[src/rtl/maze_grid_memory.sv]
// 16x16 single-bit maze grid serving the rat controller: registered single-cell reads,
// cell writes, whole-row loads and a 16-cycle clearing sweep. Optional macro: MAZE_WALL_BORDER_EN.
module maze_grid_memory #(
  parameter int GRID_W = 16,
  parameter int GRID_H = 16
) (
  input  logic        clk,
  input  logic        rst,
  input  logic [3:0]  X,
  input  logic [3:0]  Y,
  input  logic        RD,
  input  logic        WR,
  input  logic        D_in,
  output logic        D_out,
  output logic        rd_valid,
  output logic        ready,
  input  logic        clear_req,
  input  logic        load_valid,
  input  logic [3:0]  load_row,
  input  logic [15:0] load_data
);

  typedef enum logic {ST_CLEAR, ST_IDLE} state_t;

  state_t            state_q, state_d;
  logic [3:0]        ptr_q, ptr_d;
  logic              d_out_q, d_out_d;
  logic              rd_valid_q, rd_valid_d;
  logic              ready_q, ready_d;
  logic [GRID_W-1:0] mem_q [GRID_H];
  logic [GRID_W-1:0] mem_d [GRID_H];
  logic              border_hit;
  logic              rd_bit;

`ifdef MAZE_WALL_BORDER_EN
  // Outer ring reads as wall, except the start (0,0) and exit (15,15) cells.
  assign border_hit = ((X == 4'd0) || (X == 4'd15) || (Y == 4'd0) || (Y == 4'd15)) &&
                      !((X == 4'd0) && (Y == 4'd0)) &&
                      !((X == 4'd15) && (Y == 4'd15));
`else
  assign border_hit = 1'b0;
`endif

  // Read samples the pre-edge contents, giving read-before-write on collisions.
  assign rd_bit = border_hit | mem_q[Y][X];

  always_comb begin
    state_d    = state_q;
    ptr_d      = ptr_q;
    d_out_d    = d_out_q;
    rd_valid_d = 1'b0;
    mem_d      = mem_q;
    case (state_q)
      ST_CLEAR: begin
        mem_d[ptr_q] = '0;
        if (clear_req) begin
          ptr_d = 4'd0;
        end else begin
          ptr_d = ptr_q + 4'd1;
          if (ptr_q == 4'd15) state_d = ST_IDLE;
        end
      end
      ST_IDLE: begin
        if (RD) begin
          d_out_d    = rd_bit;
          rd_valid_d = 1'b1;
        end
        // Row load lands first so a same-row WR overrides its single cell.
        if (load_valid) mem_d[load_row] = load_data;
        if (WR) mem_d[Y][X] = D_in;
        if (clear_req) begin
          ptr_d   = 4'd0;
          state_d = ST_CLEAR;
        end
      end
      default: state_d = ST_CLEAR;
    endcase
    ready_d = (state_d == ST_IDLE);
  end

  always_ff @(posedge clk) begin
    if (rst) begin
      state_q    <= ST_CLEAR;
      ptr_q      <= 4'd0;
      d_out_q    <= 1'b0;
      rd_valid_q <= 1'b0;
      ready_q    <= 1'b0;
    end else begin
      state_q    <= state_d;
      ptr_q      <= ptr_d;
      d_out_q    <= d_out_d;
      rd_valid_q <= rd_valid_d;
      ready_q    <= ready_d;
    end
  end

  // Grid contents are zeroed by the sweep rather than by reset.
  always_ff @(posedge clk) begin
    mem_q <= mem_d;
  end

  assign D_out    = d_out_q;
  assign rd_valid = rd_valid_q;
  assign ready    = ready_q;

endmodule

[config.mk]
export PLATFORM = sky130hd
export DESIGN_NAME = maze_grid_memory
export DESIGN_NICKNAME = d
export VERILOG_FILES = /design/src/rtl/maze_grid_memory.sv
export SDC_FILE = /design/constraint.sdc
export NUM_CORES = 1
export LEC_CHECK = 0
export BUFFER_PORTS_ARGS = -buffer_cell sky130_fd_sc_hd__buf_4
export CAP_MARGIN = 20
export CORE_MARGIN = 2
export CORE_UTILIZATION = 60
export DETAILED_ROUTE_END_ITERATION = 8
export PLACE_DENSITY = 0.78
export SETUP_SLACK_MARGIN = 0.15
export SKIP_CTS_REPAIR_TIMING = 1
export SLEW_MARGIN = 20
export SYNTH_ARGS = -nofsm -noshare
export SYNTH_HDL_FRONTEND = slang
export SYNTH_SLANG_ARGS = --single-unit
export TNS_END_PERCENT = 50
[constraint.sdc]
create_clock -name clk -period 3.6 [get_ports clk]
set_input_delay 0.18 -clock clk [delete_from_list [all_inputs] [get_ports clk]]
set_output_delay 0.18 -clock clk [all_outputs]
set_load 0.005 [all_outputs]
Word level (Yosys, flattened, before mapping)
Cells that the tools add are included.
{ "word_totals": {"reg_bits": 263, "in_bits": 35} }
{ "classes": {"addsub": 1, "order_cmp": 8, "n_eq_ne": 2, "muxes": 27, "n_bitwise": 6, "reduce_logical": 6} }
{ "ops": {"columns": ["operator", "n"], "rows": [
  ["$mux 256", 3],
  ["$bwmux 256", 2],
  ["$pmux 256 s2", 1],
  ["$and 256x256->256", 1],
  ["$not 256->256", 1],
  ["$demux 16 s4", 3],
  ["$mux 16", 5],
  ["$bmux 16 s4", 1],
  ["$ge 5x5->1 const B", 3],
  ["$lt 5x1->1 const B", 3],
  ["$not 4->5", 3],
  ["$mux 4", 2],
  ["$pmux 4 s2", 1],
  ["$mux 1", 6],
  ["$lt 4x5->1 const B", 1],
  ["$add 4x1->4 const B", 1],
  ["$bmux 1 s4", 1],
  ["$demux 1 s4", 1],
  ["$eq 4x4->1 const B", 1],
  ["$ge 4x1->1 const B", 1],
  ["$logic_and 1x1->1", 4],
  ["$ne 2x2->1 const B", 1],
  ["$pmux 1 s2", 1],
  ["$reduce_and 2->1", 1],
  ["other kinds (2)", 2]
]} }

Longest topological paths before layout
Gate-level depths: netlist of run 1.
{ "depth": {"word_depth": 11, "mapped_depth": 11} }

Worst setup path before layout of run 1
No wires, ideal clock.
{ "synth_path": {"path_type": "input to register", "start": "input Y[0]", "end": "register d_out_q (netlist: D_out)", "setup_time_ns": 0.116, "arrival_time_ns": 2.146, "path_slack_ns": 1.338, "stages": 8, "n_path_buf": 2, "cell_sequence": "buf_2 > buf_6 > mux4_2 > mux4_2 > mux2_2 > a32oi_1 > nor2_1 > a41o_1"} }
{ "synth_via": {"elab_chain_len": 6} }
{ "synth_lines": {"columns": ["item", "line", "rtl"], "rows": [
  ["start, declared", "10", "input logic [3:0] Y,"],
  ["$not 4->5 (not written as such)", "45", "assign rd_bit = border_hit | mem_q[Y][X];"],
  ["$bmux 16 s4", "45", null],
  ["$mux 16 (not written as such) (2 in series)", "45", null],
  ["$bmux 1 s4", "45", null],
  ["$mux 1 (not written as such)", "45", null],
  ["end signal, assigned", "91", "d_out_q <= d_out_d;"],
  ["end, declared", "27", "logic d_out_q, d_out_d;"]
]} }
Every way passes these cells. The select of a mux whose other input is x is not followed.
A chain may end at the register's enable or synchronous reset.

Final worst setup path of run 1
Ends and elaborated chain as after synthesis.

==> summary by stage, run 1 <==
Clock network
The H-tree depth is 1. After clock tree synthesis, the clock-pin slew on the worst setup and hold paths is 0.07 ns. TritonCTS built the clock tree.

The root buffer selected by CTS is sky130_fd_sc_hd__clkbuf_16. The clock insertion delay at the later pin of the skew report is 0.58 ns. The total CTS buffers is 29. The tree built by TritonCTS fans out to 263 sinks. The maximum buffer depth of the clock tree is 3.

Floorplan
The total die area is 0.0284 mm^2. 38 I/O pins were placed. The initial utilization of the core area, before any placement, comes to 0.606.

The total area inside the core boundary comes to 0.0268 mm^2. The number of standard-cell rows in the floorplan is 60. The die is 169 um wide.

From bottom edge to top edge, the die measures 169 um.

Worst setup path
For the worst setup path, the data required time is 4.07 ns. STA classifies the critical path startpoint as an input port. The endpoint type of the worst setup path is a flop. Walking the worst path, the cells encountered are buf_4 > buf_4 > mux4_2 > mux2_2 > o21ai_0 > a21oi_1 > a211o_1 > a41o_1.

The biggest cell delay along the critical path is 0.69 ns. The largest fanout on the critical path is 49. The worst setup path is of the input port to flop kind.

The critical path's most frequent cell is sky130_fd_sc_hd__buf_4. The slowest cell on the critical path is sky130_fd_sc_hd__buf_4. The data arrival time of the worst path is 2.87 ns.

Timing
For the final routed database, the setup TNS stands at 0 ns. The normalized max-slew margin is 0.205. After layout, the worst setup slack is 1.20 ns. The peak clock frequency supported by timing is 0.417 GHz. Setup violations remaining at the end of the flow were counted as 0. The total count of hold-check failures in the final report is 0. After layout, the minimum clock period comes to 2.40 ns. The worst clock skew is 0.00977 ns. The final clock period utilization by the worst path is 0.667. For the pin with the worst max-slew slack, the measured transition is 1.19 ns. Setup repair after global routing left no endpoint under its margin. The final-report max-slew violation count is 0.

Detailed routing
The average routed wire per standard cell is 27.6 um. In the routed design, unresolved DRC markers number 0. The via density per instance is 7.62. The first routing iteration left 2776 violations. The overall via count from detail_route is 16.5k.

Once detail routing completed, the nets flagged for antenna violations numbered 0. The first detailed-routing pass ran for 7 iterations. The total wire length is 59600 um.

Synth
The warning count from the yosys run is 0. The synthesized instance count is 1823. The commonest cells after synthesis are 288 x sky130_fd_sc_hd__nand2_1, 272 x sky130_fd_sc_hd__mux2i_1, 263 x sky130_fd_sc_hd__dfxtp_1, 256 x sky130_fd_sc_hd__a32o_1, 241 x sky130_fd_sc_hd__o21ai_0. The fraction of the yosys area taken by sequential cells is 0.324. In this run the mean area of a mapped cell was 8.91 um^2.

The summed instance area of the synthesized netlist is 0.0162 mm^2. Among all cell types in the netlist, the one instantiated most often is sky130_fd_sc_hd__nand2_1. The number of synthesized register bits is 263. Yosys mapped a number of flops with a built-in enable equal to 0. The share of synthesized area in the top cell type comes to 0.324.

Yosys attributes the largest share of cell area to sky130_fd_sc_hd__dfxtp_1 32%, sky130_fd_sc_hd__mux2i_1 17%, sky130_fd_sc_hd__a32o_1 16%. The async set or reset register ratio after synthesis is 0. The synthesized netlist net count is 1862.

The post-synthesis cell type with the largest combined area is sky130_fd_sc_hd__dfxtp_1. The number of different library cells used by synthesis comes to 46. The top flip-flop cell by instance count after synthesis is sky130_fd_sc_hd__dfxtp_1.

Place
The post-detailed-placement half-perimeter wirelength is 37700 um. The congestion estimate from routability-driven global placement came to 0.983. Input and output buffers added on the ports amount to 37. The total instance count after detailed placement is 2099. Prior to clock tree synthesis, the placed netlist has a worst setup slack of 0.665 ns.

Power
IR analysis of the VDD net gives a maximum drop of 0.336 mV. The overall power of the completed layout is 6840 uW. Summed over all cells, the static leakage comes to 0.00612 uW. The power density of the placed cells is 379 mW/mm^2.

Run
The number of maximum-capacitance constraint violations is 0.

Global routing
The number of global-route vias before repair is 15.6k. Global routing finished with a remaining overflow of 0. The number of antenna violations at the first check in global routing is 1. The first global-routing pass estimated 90600 um of wire. In the global route stage, overall resource usage came out at 0.407.

Entering global routing, the biggest net connects 96 pins.

Cells and area
In the final layout, the share of cells above drive strength 1 is 0.137. Once layout is complete, the cells apart from fillers number 2159. The layout overhead on the synthesized area is 11.0%. The net count of the finished layout is 1832.

Outcome
The run finished with clean final reports.

Hold path
The type of the worst min-delay path is input port to flop.
-- per-stage QoR --
step                hold WS (ns)  cell area (um^2)  utilization
floorplan                  0.257             16200            -
global placement           0.387             16900        0.631
detailed placement         0.387             16900        0.631
CTS                       -0.196             18000        0.671
global route               0.150             18000        0.673
finish                     0.116             18000        0.673
-- metal layers --
layer	up-vias	global-route usage	share of wire
met1	7724	0.524	0.36
met4	0	0.244	0.071
met3	343	0.0879	0.14
met5	-	0	0
li1	6935	-	-
met2	1456	0.631	0.43
-- cells in the final DEF (no fill, tap or decap), types with 5 or more instances in the layout --
cell                        synthesis  layout
sky130_fd_sc_hd__a32o_1           256     256
sky130_fd_sc_hd__clkbuf_8           0       7
sky130_fd_sc_hd__nor2_1            86      77
sky130_fd_sc_hd__clkbuf_1         151       5
sky130_fd_sc_hd__buf_4              2     127
sky130_fd_sc_hd__dfxtp_1          263     262
sky130_fd_sc_hd__and3_1             5       5
sky130_fd_sc_hd__o21ai_0          241     241
sky130_fd_sc_hd__a22oi_1           16      16
sky130_fd_sc_hd__nor3_1            10      10
sky130_fd_sc_hd__clkinv_2           0       5
sky130_fd_sc_hd__nand3_1           23      23
sky130_fd_sc_hd__nor2b_1           16      16
sky130_fd_sc_hd__o211ai_1           9       9
sky130_fd_sc_hd__nor2_2             0       9
sky130_fd_sc_hd__nand2_1          288     288
sky130_fd_sc_hd__bufinv_16          0       5
sky130_fd_sc_hd__nand2b_1           7       7
sky130_fd_sc_hd__clkbuf_16          0      30
sky130_fd_sc_hd__o22ai_1           16      16
sky130_fd_sc_hd__a21oi_1           23      23
sky130_fd_sc_hd__mux2i_1          272     272
sky130_fd_sc_hd__mux4_2            53      53
-- flip-flops by register name (all words and copies together), names as in the netlist --
name / flops
D_out: 1
mem_q: 256
ptr_q: 4
rd_valid: 1
ready: 1
-- power breakdown --
group          internal (uW)  switching [uW]
clock network           2020            1320
registers               2920            13.4
logic                    176             380
total                   5120            1720
-- final timing paths --
| check | from | end | slack, ns | cells past startpoint |
|---|---|---|---|---|
| max | Y[0] | D_out | 1.20 | 8 |
| min | X[1] | D_out | 0.12 | 4 |
| max reg2reg | ptr_q[0] | ready | 1.36 | 4 |
| min reg2reg | mem_q[198] | mem_q[198] | 0.49 | 1 |
-- critical path: cells and delay by family --
| family | cells | cell delay [ns] |
|---|---|---|
| compound gates | 4 | 0.77 |
| buf+inv | 2 | 1.06 |
| mux | 2 | 0.81 |
-- layout make-up --
cell class | instances | area (um^2)
repair buffers | 132 | 1010
diodes | 2 | 5.00
inverters | 2 | 7.51
multi-input cells | 1365 | 10300
well taps | 341 | 427
clock buffers | 42 | 866
clock inverters | 12 | 191
flip-flops and latches | 263 | 5270
fillers | 2118 | 8770
-- cells by family after synthesis --
group	count (synthesis)	synth area share
AOI/OAI and AO/OA	577	0.265
xor gates and xnor gates	3	0.00162
adders and majority gates	4	0.00308
buffers and inverters	195	0.0486
DFF	263	0.324
muxes	327	0.242
and+or+nand+nor	454	0.115
No activity file was read; power rests on OpenSTA's default activity.
==> run 2: changes to the inputs <==
clock period = 2.37 ns   (was 3.6 ns; I/O delays follow)
==> run 2 against run 1 <==
Effect of this change:
- register-to-register slack worse by 1.1 ns
- design area up 1.9%
- combinational power up 64%
- clock-buffer cell count up 4
- critical path type is now flop to flop
- hold slack worse by 0.11 ns
- critical endpoint unchanged
- first-iteration DRC count down 4.2%
- flip-flop and latch count unchanged
- utilization up 1.3 points
==> summary by stage, run 2 (synthesis results as in run 1) <==
Outcome
The flow ran to the end, and the final reports show no timing, DRC or antenna violations.

Timing
Subtracting the final worst setup slack from the clock period gives 2.15 ns. The transition at the pin with the smallest max-transition slack is 0.773 ns (-0.416 ns). Dividing the final minimum period by the clock period gives 0.906. Static timing analysis puts the maximum clock frequency at 0.466 GHz. The count of endpoints failing setup in the final report came to 0 (unchanged).

The total count of hold-check failures in the final report is 0 (unchanged). The worst setup margin is 0.223 ns (-0.977 ns). The accumulated negative setup slack is 0 ns (unchanged). The final-report max-slew violation count is 0 (unchanged).

The worst clock skew is 0.00940 ns (-0.000374 ns). Setup repair after global routing left no endpoint under its margin. The normalized max-slew margin came to 0.483 (+0.278).

Floorplan
The effective utilization at floorplan is 0.606 (unchanged). The core outline area was 0.0268 mm^2 (unchanged). The width of the die was 169 um (unchanged). The y dimension of the die is 169 um (unchanged).

The total die area is 0.0284 mm^2 (unchanged). The count of pins on the block boundary is 38 (unchanged). The number of standard-cell rows in the floorplan is 60 (unchanged).

Clock network
The maximum buffer depth of the clock tree is 3 (unchanged). The clock insertion delay at the later pin of the skew report is 0.56 ns (-0.02 ns). CTS placed an instance of sky130_fd_sc_hd__clkbuf_16 at the clock tree root. The H-tree depth was 1 (unchanged).

The TritonCTS clock tree is yes. The clock-pin slew reported for the worst setup and hold paths after clock tree synthesis was 0.06 ns (about the same). The number of clock sinks is 263 (unchanged). The total CTS buffers is 29 (unchanged).

Place
The post-detailed-placement half-perimeter wirelength is 40200 um (+6.6%). The number of buffers inserted by port buffering is 37 (unchanged). The post-placement setup slack is 0.0372 ns (-0.627 ns). The total instance count after detailed placement was 2154 (+2.6%).

The final estimated routing congestion in global placement came to 0.972 (-1.2%).

Global routing
The global-route wire length before repair is 94200 um (+4.0%). The number of global-route vias before repair is 16.0k (+2.3%). The met3 layer usage reported by global route is 0.122 (+0.0337). The leftover overflow at the end of global routing came to 0 (unchanged).

The met1 usage in global routing was 0.545 (+0.0204). The global-route usage over all layers is 0.430 (+0.0226). met2 is the most crowded layer.

The global routing met2 resource utilization was 0.649 (+0.0179). The maximum number of pins on one net before global-route repair came to 129 (+34%). The number of antenna violations at the first check in global routing is 0 (-1).

Detailed routing
The DRC marker count from the first detailed-route iteration was 2660 (-4.2%). The total wire length is 62800 um (+5.4%). The via density per instance is 7.69 (+0.83%). The average routed wire per standard cell is 28.4 um (+3.1%). The overall via count from detail_route is 17.0k (+3.0%). The first-pass detailed-route iteration total is 7 (unchanged).

The total DRC errors in the routed layout was 0 (unchanged). The number of nets with antenna violations after routing is 0 (unchanged).

Worst setup path
Walking the worst path, the cells encountered are mux4_2 > mux4_2 > mux2_2 > a32oi_1 > nor2_1 > a41o_1. The worst register-to-register path begins at mem_q[10]. The launching element of the worst setup path is mem_q[10]. The critical path class is flop to flop. The critical path's most frequent cell is sky130_fd_sc_hd__mux4_2.

The biggest cell delay along the critical path was 0.48 ns (-0.21 ns). The critical path launch point type is a flop. The largest fanout on the critical path was 3 (-94%). The critical path required time is 2.83 ns (-1.24 ns). On the critical path, the stage with the largest delay is an instance of sky130_fd_sc_hd__mux4_2. The data arrival time of the worst path came to 2.61 ns (-0.26 ns). STA classifies the critical path endpoint as a flop.

Cells and area
In the final layout, the registers with the most flip-flops are mem_q: 256 flops, ptr_q: 4 flops. Counting flops per register, the top entry is mem_q. The number of diodes was 0 (-2). The leading cell type in the layout, fill and taps excluded is sky130_fd_sc_hd__nand2_1.

The top cell types in the final layout, fill and taps aside, are 288 x sky130_fd_sc_hd__nand2_1, 272 x sky130_fd_sc_hd__mux2i_1, 262 x sky130_fd_sc_hd__dfxtp_1, 256 x sky130_fd_sc_hd__a32o_1, 241 x sky130_fd_sc_hd__o21ai_0. The final-stage net count came to 1886 (+2.9%). The area used by sequential logic in the layout came to 0.00527 mm^2 (unchanged). The layout cell share with drive strength beyond 1 came to 0.157 (+0.0205). The total area of multi-input combinational cells was 0.0102 mm^2 (-0.18%). Compared with the post-synthesis result, the final layout area differs by 13.1%.

The non-filler instance count after layout was 2206 (+2.2%). The flip-flop count of the largest register after layout is 256 (unchanged). The number of fillers in the final layout came to 2099 (-0.90%).

Power
The worst vdd rail ir drop is 0.398 mV (+19%). The power density of the placed cells is 541 mW/mm^2 (+43%). The overall power of the completed layout was 9950 uW (+46%). The leakage power of the design came to 0.00635 uW (+3.7%).

Hold path
The type of the worst min-delay path is input port to flop. The source of the worst hold timing path is RD.

Run
The number of maximum-capacitance constraint violations came to 0 (unchanged).
## run 2: final timing paths
| check | end | slack [ns] | cells past startpoint |
|---|---|---|---|
| setup / recovery | D_out | 0.22 | 6 |
| hold / removal | rd_valid | 0.004 | 3 |
| setup reg to reg | D_out | 0.22 | 6 |
| hold reg to reg | mem_q[159] | 0.49 | 1 |
## run 2: metal layers
metal / vias to the layer above / share of wire
li1: 7038 / -
met1: 8026 / 0.35
met2: 1460 / 0.42
met3: 430 / 0.15
met5: - / 0.00069
met4: 2 / 0.073
## run 2: final cells by class
class	instances	share of cell area
clock buffers	46	0.0473
clock inverters	3	0.00354
inverters	2	0.000408
multi-input cells	1365	0.557
flip-flops and latches	263	0.287
well taps	341	0.0232
repair buffers	186	0.0818
## run 2: power breakdown
| group | internal, uW | switching [uW] |
|---|---|---|
| Combinational | 310 | 601 |
| Sequential | 4440 | 21.5 |
| Clock | 2690 | 1880 |
## run 2: stage by stage
step	hold slack, ns	instance area [um^2]	util
6_report	0.00352	18400	0.686
3_5_place_dp	0.325	17400	0.650
4_1_cts	-0.252	18300	0.685
3_3_place_gp	0.321	17400	0.650
2_1_floorplan	0.196	16200	-
5_1_grt	0.00432	18400	0.686
## run 2: critical path: cells and delay by family (launching register included)
| kind | cells | cell delay, ns |
|---|---|---|
| AO/OA/AOI/OAI | 2 | 0.41 |
| multiplexers | 3 | 1.24 |
| flip-flops | 1 | 0.33 |
| AND/OR/NAND/NOR | 1 | 0.06 |
